[config.mk]
export PLATFORM = sky130hd
export DESIGN_NAME = act_bit_serializer
export DESIGN_NICKNAME = d
export VERILOG_FILES = /design/src/rtl/act_bit_serializer_pkg.sv /design/src/rtl/act_bit_serializer.sv
export SDC_FILE = /design/constraint.sdc
export NUM_CORES = 1
export LEC_CHECK = 0
export CORE_ASPECT_RATIO = 1.2
export CORE_MARGIN = 8
export CORE_UTILIZATION = 35
export CTS_BUF_LIST = sky130_fd_sc_hd__clkbuf_2 sky130_fd_sc_hd__clkbuf_4 sky130_fd_sc_hd__clkbuf_8
export CTS_CLUSTER_SIZE = 20
export DETAILED_ROUTE_END_ITERATION = 16
export GPL_TIMING_DRIVEN = 0
export PLACE_DENSITY_LB_ADDON = 0.05
export SKIP_LAST_GASP = 1
export SYNTH_ARGS = -nofsm -noshare
export SYNTH_HDL_FRONTEND = slang
export SYNTH_SLANG_ARGS = --single-unit
[constraint.sdc]
create_clock -name clk -period 4 [get_ports clk]
set_input_delay 0.6 -clock clk [delete_from_list [all_inputs] [get_ports clk]]
set_output_delay 0.6 -clock clk [all_outputs]
set_load 0.05 [all_outputs]
[src/rtl/act_bit_serializer_pkg.sv]
// Shared definitions for the bit-serial activation path: precision limits,
// serializer state encoding and the precision-mapping helper.
package act_pkg;

  localparam int MAX_PREC = 8;
  localparam int CNT_W    = 4;

  typedef enum logic {
    IDLE  = 1'b0,
    SHIFT = 1'b1
  } state_e;

  // Precision 0 and anything wider than the datapath both mean full width.
  function automatic int map_prec(input int prec, input int max_prec);
    if (prec == 0 || prec > max_prec) return max_prec;
    return prec;
  endfunction

endpackage

[src/rtl/act_bit_serializer.sv]
// Parallel-to-serial front end for the activation FIFO, MSB-first.
// Build option ACT_SER_PREFETCH_EN adds a one-word hold register for zero-bubble streaming.
module act_bit_serializer #(
  parameter int MAX_PREC = 8,
  parameter int CNT_W    = 4
) (
  input  logic                clk,
  input  logic                rst,
  input  logic                in_valid,
  output logic                in_ready,
  input  logic [MAX_PREC-1:0] in_data,
  input  logic [CNT_W-1:0]    precision,
  input  logic                fifo_full,
  output logic                fifo_wr_en,
  output logic                fifo_din,
  output logic                word_done,
  output logic                busy
);
  import act_pkg::*;

  // Handshake: a word transfers on any cycle where in_valid && in_ready;
  // in_valid must stay high with stable data until that cycle.
  state_e              state_q, state_d;
  logic [MAX_PREC-1:0] shreg_q, shreg_d;
  logic [CNT_W-1:0]    cnt_q, cnt_d;
  logic                word_done_q, word_done_d;
  logic                hold_valid;

  logic                accept;
  logic                push;
  logic                last;
  logic [CNT_W-1:0]    in_p;
  logic [MAX_PREC-1:0] in_aligned;

  assign in_p       = CNT_W'(map_prec(int'(precision), MAX_PREC));
  assign in_aligned = in_data << (MAX_PREC - int'(in_p));

  assign push       = (state_q == SHIFT) && !fifo_full;
  assign last       = push && (cnt_q == '0);
  assign accept     = in_valid && in_ready;

  assign fifo_wr_en = push;
  assign fifo_din   = shreg_q[MAX_PREC-1];
  assign word_done  = word_done_q;
  assign busy       = (state_q == SHIFT) || hold_valid;

`ifdef ACT_SER_PREFETCH_EN
  logic [MAX_PREC-1:0] hold_data_q, hold_data_d;
  logic [CNT_W-1:0]    hold_cnt_q, hold_cnt_d;
  logic                hold_valid_q, hold_valid_d;

  assign hold_valid = hold_valid_q;
  assign in_ready   = !hold_valid_q;

  always_comb begin
    state_d      = state_q;
    shreg_d      = shreg_q;
    cnt_d        = cnt_q;
    word_done_d  = last;
    hold_data_d  = hold_data_q;
    hold_cnt_d   = hold_cnt_q;
    hold_valid_d = hold_valid_q;
    if (push) begin
      shreg_d = shreg_q << 1;
      cnt_d   = cnt_q - CNT_W'(1);
    end
    if (state_q == IDLE) begin
      if (hold_valid_q) begin
        shreg_d      = hold_data_q;
        cnt_d        = hold_cnt_q;
        hold_valid_d = 1'b0;
        state_d      = SHIFT;
      end else if (accept) begin
        shreg_d = in_aligned;
        cnt_d   = in_p - CNT_W'(1);
        state_d = SHIFT;
      end
    end else begin
      if (last) begin
        if (hold_valid_q) begin
          shreg_d      = hold_data_q;
          cnt_d        = hold_cnt_q;
          hold_valid_d = 1'b0;
        end else if (!accept) begin
          state_d = IDLE;
        end
      end
      // A word arriving on the final push of the current one bypasses the hold.
      if (accept) begin
        if (last) begin
          shreg_d = in_aligned;
          cnt_d   = in_p - CNT_W'(1);
        end else begin
          hold_data_d  = in_aligned;
          hold_cnt_d   = in_p - CNT_W'(1);
          hold_valid_d = 1'b1;
        end
      end
    end
  end

  always_ff @(posedge clk or negedge rst) begin
    if (!rst) begin
      hold_data_q  <= '0;
      hold_cnt_q   <= '0;
      hold_valid_q <= 1'b0;
    end else begin
      hold_data_q  <= hold_data_d;
      hold_cnt_q   <= hold_cnt_d;
      hold_valid_q <= hold_valid_d;
    end
  end
`else
  assign hold_valid = 1'b0;
  assign in_ready   = (state_q == IDLE);

  always_comb begin
    state_d     = state_q;
    shreg_d     = shreg_q;
    cnt_d       = cnt_q;
    word_done_d = last;
    if (push) begin
      shreg_d = shreg_q << 1;
      cnt_d   = cnt_q - CNT_W'(1);
    end
    if (state_q == IDLE) begin
      if (accept) begin
        shreg_d = in_aligned;
        cnt_d   = in_p - CNT_W'(1);
        state_d = SHIFT;
      end
    end else if (last) begin
      state_d = IDLE;
    end
  end
`endif

  always_ff @(posedge clk or negedge rst) begin
    if (!rst) begin
      state_q     <= IDLE;
      shreg_q     <= '0;
      cnt_q       <= '0;
      word_done_q <= 1'b0;
    end else begin
      state_q     <= state_d;
      shreg_q     <= shreg_d;
      cnt_q       <= cnt_d;
      word_done_q <= word_done_d;
    end
  end

endmodule

---- After elaboration in Yosys (flattened, before gate mapping) ----
Cells that the tools add are included.
word-level totals
  word-level logic and storage cells ...... 29
  register bits after elaboration ......... 14
  input bits .............................. 16
cells by class
  multiplexer cells ....................... 12
  bitwise logic cells ..................... 1
  shift-type cells ........................ 1
  reductions and logical operators ........ 7
  add/sub/neg operators ................... 3
  magnitude comparators ................... 1
operators with widths
  kind                                                                 number
  8-bit by 32-bit << shifter with 8-bit output                         1
  8-bit two-way mux                                                    3
  4-bit two-way mux                                                    5
  4-bit zero test                                                      2
  4-bit by 1-bit subtractor with 4-bit output (second input constant)  2
  4-bit by 4-bit subtractor with 5-bit output (first input constant)   1
  4-bit > comparator (second input constant)                           1
  1-bit two-way mux                                                    4
  1-bit logical AND                                                    3
  1-bit zero test                                                      1
  1-bit logical OR                                                     1
  1-bit inverter                                                       1

---- Depth between registers and ports, before layout ----
Gate-level depths: netlist of run 1.
  depth after elaboration ................. 8
  depth in mapped cells ................... 10
  depth with buffers taken out ............ 8

---- Least setup slack after synthesis of run 1 ----
OpenSTA, ideal clock, no wires.
  path type ............................... input port to flip-flop
  start point ............................. input precision[0]
  end point ............................... register shreg_q[6]
  path slack .............................. 1.720 ns
  data required time ...................... 3.880 ns
  arrival time ............................ 2.160 ns
  library setup time ...................... 0.120 ns
  path buffers ............................ 2
  stages on the path ...................... 9
  cell sequence ........................... nor2b_1 > buf_6 > inv_2 > ha_1 > buf_4 > xnor2_1 > and2_1 > o211ai_2 > a31o_2
between the ends
  word-level cells in the longest chain between the ends .. 8
ends and longest elaborated chain
  what                                                           line                          RTL
  start, declared                                                act_bit_serializer.sv:12      input logic [CNT_W-1:0] precision,
  4-bit > comparator / 4-bit zero test (equally long branches)   act_bit_serializer_pkg.sv:15  if (prec == 0 || prec > max_prec) return max_prec;
  1-bit logical OR                                               act_bit_serializer_pkg.sv:15
  1-bit two-way mux / 4-bit two-way mux (equally long branches)  act_bit_serializer_pkg.sv:15
  4-bit two-way mux *                                            act_bit_serializer_pkg.sv:16  return prec;
  4-bit by 4-bit subtractor with 5-bit output *                  act_bit_serializer.sv:36      assign in_aligned = in_data << (MAX_PREC - int'(in_p));
  8-bit by 32-bit << shifter with 8-bit output *                 act_bit_serializer.sv:36
  8-bit two-way mux *                                            act_bit_serializer.sv:127     if (accept) begin
  8-bit two-way mux *                                            act_bit_serializer.sv:126     if (state_q == IDLE) begin
  net shreg_d[6]                                                 act_bit_serializer.sv:24      logic [MAX_PREC-1:0] shreg_q, shreg_d;
  end signal, assigned                                           act_bit_serializer.sv:146     shreg_q <= shreg_d;
  end, declared                                                  act_bit_serializer.sv:24
Mark *: on every way through the listed nets, which the timed path passes. The rest lies on a longest branch.

---- Final worst setup path of run 1 ----
Ends and elaborated chain as after synthesis.

==> results of run 1 <==
## power by group
group | internal (W) | leakage (nW) | switching (W)
logic | 0.000150 | 0.372 | 0.000211
registers | 0.000197 | 0.171 | 0.0000463
clock network | 0.0000554 | 0.0210 | 0.0000490
## registers in the layout, indices dropped and copies added (netlist names)
register,count
word_done,1
cnt_q,4
busy,1
shreg_q,8
## synth_stat cells
library cell,n,area (um2)
sky130_fd_sc_hd__a211oi_1,1,7.510
sky130_fd_sc_hd__a21o_1,1,7.510
sky130_fd_sc_hd__a21oi_1,7,35.03
sky130_fd_sc_hd__a221o_1,1,10.01
sky130_fd_sc_hd__a22oi_1,1,7.510
sky130_fd_sc_hd__a31o_2,1,8.760
sky130_fd_sc_hd__a31oi_1,4,25.02
sky130_fd_sc_hd__and2_1,1,6.260
sky130_fd_sc_hd__and3_1,1,6.260
sky130_fd_sc_hd__buf_2,2,10.01
sky130_fd_sc_hd__buf_4,1,7.510
sky130_fd_sc_hd__buf_6,1,11.26
sky130_fd_sc_hd__clkbuf_1,5,18.77
sky130_fd_sc_hd__dfrtp_1,14,350.3
sky130_fd_sc_hd__ha_1,3,37.54
sky130_fd_sc_hd__inv_1,6,22.52
sky130_fd_sc_hd__inv_2,1,3.750
sky130_fd_sc_hd__mux2i_1,9,90.09
sky130_fd_sc_hd__nand2_1,12,45.04
sky130_fd_sc_hd__nand2b_1,2,12.51
sky130_fd_sc_hd__nand3_1,1,5.000
sky130_fd_sc_hd__nand4_1,1,6.260
sky130_fd_sc_hd__nor2_1,16,60.06
sky130_fd_sc_hd__nor2b_1,3,18.77
sky130_fd_sc_hd__nor2b_4,1,13.76
sky130_fd_sc_hd__nor3_1,6,30.03
sky130_fd_sc_hd__nor4_1,2,12.51
sky130_fd_sc_hd__nor4b_1,1,8.760
sky130_fd_sc_hd__nor4bb_1,1,10.01
sky130_fd_sc_hd__o211ai_1,2,15.01
sky130_fd_sc_hd__o211ai_2,1,12.51
sky130_fd_sc_hd__o21a_1,1,7.510
sky130_fd_sc_hd__o21ai_0,8,40.04
sky130_fd_sc_hd__o21ai_1,1,5.000
sky130_fd_sc_hd__o221ai_1,2,17.52
sky130_fd_sc_hd__o22ai_1,2,12.51
sky130_fd_sc_hd__o311a_1,1,10.01
sky130_fd_sc_hd__o31a_1,1,8.760
sky130_fd_sc_hd__o31ai_1,2,15.01
sky130_fd_sc_hd__or2_1,1,6.260
sky130_fd_sc_hd__or3_1,3,18.77
sky130_fd_sc_hd__or3_4,1,11.26
sky130_fd_sc_hd__xnor2_1,3,26.28
sky130_fd_sc_hd__xor2_1,1,8.760
## logic make-up after synthesis
logic type,Yosys count
adder cells (fa/ha/maj),3
buffers and inverters,16
flip-flops,14
AND/OR/NAND/NOR,53
XOR/XNOR,4
AO/OA/AOI/OAI,37
multiplexers,9
## layout by cell type, fill, tap and decap left out, types with 2 or more instances in the layout
cell type                         count
sky130_fd_sc_hd__a21oi_1              7
sky130_fd_sc_hd__nand2b_1             2
sky130_fd_sc_hd__nor2_1              16
sky130_fd_sc_hd__o31ai_1              2
sky130_fd_sc_hd__clkbuf_4             3
sky130_fd_sc_hd__o211ai_1             2
sky130_fd_sc_hd__buf_2                2
sky130_fd_sc_hd__mux2i_1              9
sky130_fd_sc_hd__nor2b_1              3
sky130_fd_sc_hd__nor4_1               2
sky130_fd_sc_hd__xnor2_1              3
sky130_fd_sc_hd__o22ai_1              2
sky130_fd_sc_hd__nand2_1             12
sky130_fd_sc_hd__nor3_1               6
sky130_fd_sc_hd__clkbuf_1             5
sky130_fd_sc_hd__a31oi_1              4
sky130_fd_sc_hd__inv_1                6
sky130_fd_sc_hd__or3_1                3
sky130_fd_sc_hd__dfrtp_1             14
sky130_fd_sc_hd__clkdlybuf4s50_1     18
sky130_fd_sc_hd__o21ai_0              8
sky130_fd_sc_hd__ha_1                 3
sky130_fd_sc_hd__o221ai_1             2
## final cells by class
class                           instances  area (um2)  area share, %
Buffer                                  9       47.55          3.483
Clock buffer                            4       36.28          2.658
Inverter                                7       26.28          1.925
Multi-Input combinational cell        106       679.4          49.77
Sequential cell                        14       350.3          25.66
Tap cell                               36       45.04          3.300
Timing Repair Buffer                   18       180.2          13.20
## worst min path at each step
stage | to
after floorplan | busy
after global placement | word_done
after detailed placement | word_done
after CTS | word_done
after global routing | word_done
final | word_done
## metrics by stage
stage               hold slack [ns]  std cells  util [%]  setup WS (ns)  instance area [um2]
floorplan                    0.3044        136         -          1.720                 1104
global placement             0.4773        190     43.88         0.7880                 1329
detailed placement           0.4727        190     43.88         0.7828                 1329
CTS                          0.4875        194     45.08          1.089                 1365
global route                 0.5020        194     45.08         0.9133                 1365
finish                       0.4782        194     45.08          1.060                 1365
## routing by layer
metal  global-route usage (%)  up-vias
li1                         -      534
met4                    5.660        0
met1                    12.74      484
met3                    1.437        2
met2                    19.46       23
met5                        0        -
==> results.json, run 1 <==
{
  "synth_compound_area_share_pct": 22.22,
  "core_region_area_um2": 3028,
  "combined_area_of_all_synthesized_cells_um2": 1104,
  "cpLargestDelayFamily": "buffers and inverters",
  "slew_worst_pin_ns": 0.6425,
  "clk-insertion-delay-late_ns": 0.28,
  "synth-seq-area-share_pct": 31.75,
  "period_share_pct": 73.50,
  "crit_path_start": "precision[0]",
  "endpoint_kind": "flop",
  "finalCriticalPeriod_ns": 2.940,
  "clock_tree_from_tritoncts": "yes",
  "worst-path-stages": 10,
  "register_bit_total_from_synthesis": 14,
  "met2_wirelength_um": 1444,
  "number_of_design_rule_violations_left_by_the_first_detailed_router_iteration": 30,
  "grt_setup_unrepaired": "false",
  "critical-path-slowest-cell": "sky130_fd_sc_hd__clkdlybuf4s50_1",
  "crit_path_start_kind": "primary input",
  "timing.max_cap.violations": 0,
  "count_of_port_buffers_added_during_placement": 18,
  "initial_utilization_pct": 36.45,
  "worstReg2RegStart": "busy",
  "synth-adder-area-share_pct": 3.401,
  "worstPathCellList": "clkdlybuf4s50_1 -> nor2b_1 -> buf_6 -> inv_2 -> ha_1 -> clkbuf_1 -> clkbuf_1 -> o221ai_1 -> a211oi_1 -> a31o_2",
  "vias": 1043,
  "timing.setup.tns_ns": 0,
  "cp-endpoint": "shreg_q[6]",
  "critPathMaxFanout": 10,
  "globalplace.congestion": 0.7845,
  "drtAntennaViolNets": 0,
  "synth_xor_xnor_area_share_pct": 3.175,
  "remaining_drc_errors": 0,
  "die_area_um2": 5213,
  "area_delta_synth_final_pct": 23.70,
  "firstDrtPassIters": 4,
  "post_synth_mux_area_share_pct": 8.163,
  "min-delay-start": "cnt_q[3]",
  "type_of_the_setup_path_with_the_least_slack": "in -> reg",
  "ff2ff_setup_slack_ns": 2.36,
  "crit-reg2reg-capture": "shreg_q[6]",
  "place_hpwl_um": 2321,
  "synth_top_family_by_area": "simple AND/OR/NAND/NOR gates",
  "clkTransAtPathRegs_ns": 0.09,
  "synthesized_netlist_net_count": 155,
  "postcts_setup_bufs": 0,
  "holdPathStages": 1,
  "met3RoutedLength_um": 133,
  "critical_path_required_ns": 4.23,
  "critPathBufInv": 5,
  "power_w": 0.0007090,
  "cts.path.max_buffers": 2,
  "post_synth_num_cell_types": 44,
  "maxSlewViolCount": 0,
  "postRouteWirelength_um": 2899,
  "vias_per_cell": 5.376,
  "dieHeight_um": 77.51,
  "cts-root-buf": "sky130_fd_sc_hd__clkbuf_4",
  "cp_common_cell": "sky130_fd_sc_hd__clkbuf_1",
  "h-tree-depth": 1,
  "post_route_cells_drive_above_1_share_pct": 8.228,
  "timing.final.setup_violations": 0,
  "status": "finished, final reports clean",
  "skew_ns": 0.001835,
  "cts_repair_resize_count": 0,
  "synthesis.area_per_instance_um2": 8.114,
  "synth-warning-count": 0,
  "min-delay-path-class": "reg -> reg",
  "detail_route.wirelength.met1_um": 1288,
  "n_fill_cell": 325,
  "route.top_layer_used": "met4",
  "grt_max_degree": 15,
  "cts_hold_buf": 0,
  "critical-path-max-stage-delay_ns": 0.56,
  "diodes": 0,
  "num_ports": 21,
  "clock_sinks": 14,
  "initial_antenna_violation_count": 0,
  "overall_track_demand_over_capacity_in_global_routing_pct": 11.18,
  "cts_buffers": 3,
  "die_x_um": 67.26,
  "grt_first_pass_wirelength_um": 4685,
  "post_drt_wl_per_cell_um": 14.94,
  "report.final.hold_viol_count": 0,
  "leakage_nw": 0.5643,
  "grt_pass1_vias": 1023,
  "cp_data_arrival_time_ns": 3.17,
  "fp-row-count": 22,
  "worst_ir_drop_vdd_mv": 0.2325,
  "r2r_worst_path_depth": 5,
  "power_density_nw_per_um2": 519.4,
  "relSlewSlack_pct": 57.03,
  "post_synthesis_cell_count": 136,
  "grt_overflow_total": 0,
  "synthSimpleGateAreaFrac_pct": 24.60,
  "max_freq_ghz": 0.3402,
  "finish.net_count": 178
}
Note: power is estimated with default switching activity, not from simulation.
==> run 2: changes to the inputs <==
==> constraint.sdc (replaced) <==
create_clock -name clk -period 2.8 [get_ports clk]
set_input_delay 0.42 -clock clk [delete_from_list [all_inputs] [get_ports clk]]
set_output_delay 0.42 -clock clk [all_outputs]
set_load 0.05 [all_outputs]
==> results.json, run 2 (synthesis gave the netlist of run 1 again) <==
{
  "status": "finished, final reports clean",
  "ff2ff_setup_slack_ns": 1.16,
  "cts_buffers": 3,
  "clock_tree_from_tritoncts": "yes",
  "overall_track_demand_over_capacity_in_global_routing_pct": 11.18,
  "dpl_cell_area_um2": 1329,
  "h-tree-depth": 1,
  "power.switching_w": 0.0004374,
  "drtAntennaViolNets": 0,
  "die_area_um2": 5213,
  "fin_ws_ns": 0.1422,
  "place_hpwl_um": 2321,
  "clk-insertion-delay-late_ns": 0.28,
  "initial_antenna_violation_count": 0,
  "seqPwrFrac_pct": 34.3,
  "post_route_cells_drive_above_1_share_pct": 9.494,
  "n_fill_cell": 326,
  "power_frac_clock_pct": 14.7,
  "crit-reg2reg-capture": "shreg_q[6]",
  "timing.max_cap.violations": 0,
  "leakage_nw": 0.5728,
  "skew_ns": 0.001811,
  "timing.final.setup_violations": 0,
  "grt_pass1_vias": 1023,
  "endpoint_kind": "flop",
  "final_cell_area_um2": 1374,
  "fp-row-count": 22,
  "die_x_um": 67.26,
  "critical_path_required_ns": 2.97,
  "count_of_port_buffers_added_during_placement": 18,
  "vias": 1049,
  "grt_overflow_total": 0,
  "remaining_drc_errors": 0,
  "clock_sinks": 14,
  "firstDrtPassIters": 4,
  "grt_setup_unrepaired": "false",
  "dieHeight_um": 77.51,
  "critPathMaxFanout": 8,
  "power_density_nw_per_um2": 737.9,
  "report.final.hold_viol_count": 0,
  "reg.largest.list": "shreg_q (8), cnt_q (4)",
  "cts-root-buf": "sky130_fd_sc_hd__clkbuf_4",
  "crit_path_start_kind": "primary input",
  "min-delay-path-class": "reg -> reg",
  "r2r_worst_path_depth": 5,
  "grt_first_pass_wirelength_um": 4685,
  "finalCriticalPeriod_ns": 2.658,
  "cts.path.max_buffers": 2,
  "period_share_pct": 94.92,
  "pre_cts_slack_ns": -0.2372,
  "num_ports": 21,
  "globalplace.congestion": 0.7845,
  "power.internal_w": 0.0005764,
  "crit_path_start": "precision[0]",
  "cp-endpoint": "shreg_q[3]",
  "layout_commonest_cell": "sky130_fd_sc_hd__clkdlybuf4s50_1",
  "maxSlewViolCount": 0,
  "cp_data_arrival_time_ns": 2.83,
  "area_delta_synth_final_pct": 24.49,
  "diodes": 0,
  "worst_ir_drop_vdd_mv": 0.3320,
  "finish.net_count": 178,
  "vias_per_cell": 5.407,
  "core_region_area_um2": 3028,
  "number_of_design_rule_violations_left_by_the_first_detailed_router_iteration": 28,
  "relSlewSlack_pct": 57.08,
  "max_freq_ghz": 0.3762,
  "postRouteWirelength_um": 2892,
  "initial_utilization_pct": 36.45,
  "post_drt_wl_per_cell_um": 14.91,
  "clkTransAtPathRegs_ns": 0.09,
  "worstReg2RegStart": "busy",
  "grt_max_degree": 15,
  "type_of_the_setup_path_with_the_least_slack": "in -> reg",
  "switching_share_pct": 43.14,
  "mostFrequentLayoutCells": "sky130_fd_sc_hd__clkdlybuf4s50_1 (18), sky130_fd_sc_hd__nor2_1 (16), sky130_fd_sc_hd__dfrtp_1 (14)",
  "largest_reg_flops": 8,
  "combPwrFrac_pct": 51.0,
  "slew_worst_pin_ns": 0.6417,
  "registers.top_by_ff_count": "shreg_q"
}
run 2: changes by cell type in the layout (fill, tap and decap cells not counted):
cell and change:
sky130_fd_sc_hd__clkbuf_1 -1, sky130_fd_sc_hd__xnor2_2 +1, sky130_fd_sc_hd__xnor2_1 -1, sky130_fd_sc_hd__clkbuf_2 +1
run 2: worst max-delay path, cell delays in order:
cell,delay [ns]
sky130_fd_sc_hd__clkdlybuf4s50_1,0.56
sky130_fd_sc_hd__nor2b_1,0.18
sky130_fd_sc_hd__buf_6,0.15
sky130_fd_sc_hd__inv_2,0.07
sky130_fd_sc_hd__ha_1,0.28
sky130_fd_sc_hd__clkbuf_1,0.28
sky130_fd_sc_hd__inv_1,0.09
sky130_fd_sc_hd__or3_1,0.37
sky130_fd_sc_hd__nand4_1,0.12
sky130_fd_sc_hd__o21ai_0,0.12
sky130_fd_sc_hd__o311a_1,0.17
run 2: worst min path at each step:
stage	startpoint	to	slack, ns	depth (start not counted)
detailed placement	cnt_q[3]	word_done	0.47	1
global placement	cnt_q[3]	word_done	0.48	1
floorplan	rst	busy	0.12	0
finish	cnt_q[3]	word_done	0.48	1
CTS	cnt_q[3]	word_done	0.49	1
global route	cnt_q[3]	word_done	0.50	1
run 2: cell type report:
type	count	area, um2	share of cell area, %
plain buffers	9	48.80	3.552
inverters	7	26.28	1.913
clock buffers	4	36.28	2.641
well taps	36	45.04	3.279
multi-input cells	106	686.9	50.00
repair buffers	18	180.2	13.11
flip-flops and latches	14	350.3	25.50
run 2: timing repair:
| item | in CTS | in global routing |
|---|---|---|
| resized for setup | 0 | 3 |
| hold endpoints to repair | 0 | 0 |
| setup endpoints to repair | 0 | 2 |
| hold buffers | 0 | 0 |
| setup buffers | 0 | 0 |
run 2: through the flow:
stage               instances  hold slack, ns  util, %  power (W)  setup TNS [ns]
finish                    194          0.4782    45.37   0.001014               0
global route              194          0.5020    45.37   0.001096               0
CTS                       194          0.4875    45.08   0.001022               0
detailed placement        190          0.4727    43.88  0.0008696         -0.6695
global placement          190          0.4773    43.88  0.0008618         -0.6730
floorplan                 136          0.1244        -  0.0007104               0
run 2: routing by layer:
layer  GRT usage, %  routed length (um)  vias to the layer above
met4          5.660                  34                        0
li1               -                   -                      534
met3          1.437                 126                        2
met5              0                   0                        -
met2          19.46                1452                       21
met1          12.74                1279                      492
run 2: power by group through the flow:
stage	registers, W	clock network [W]	logic, W
after global placement	0.000350	0	0.000511
after detailed placement	0.000354	0	0.000516
after floorplan	0.000388	0	0.000323
after global routing	0.000361	0.000166	0.000569
final	0.000348	0.000149	0.000517
after CTS	0.000349	0.000153	0.000519
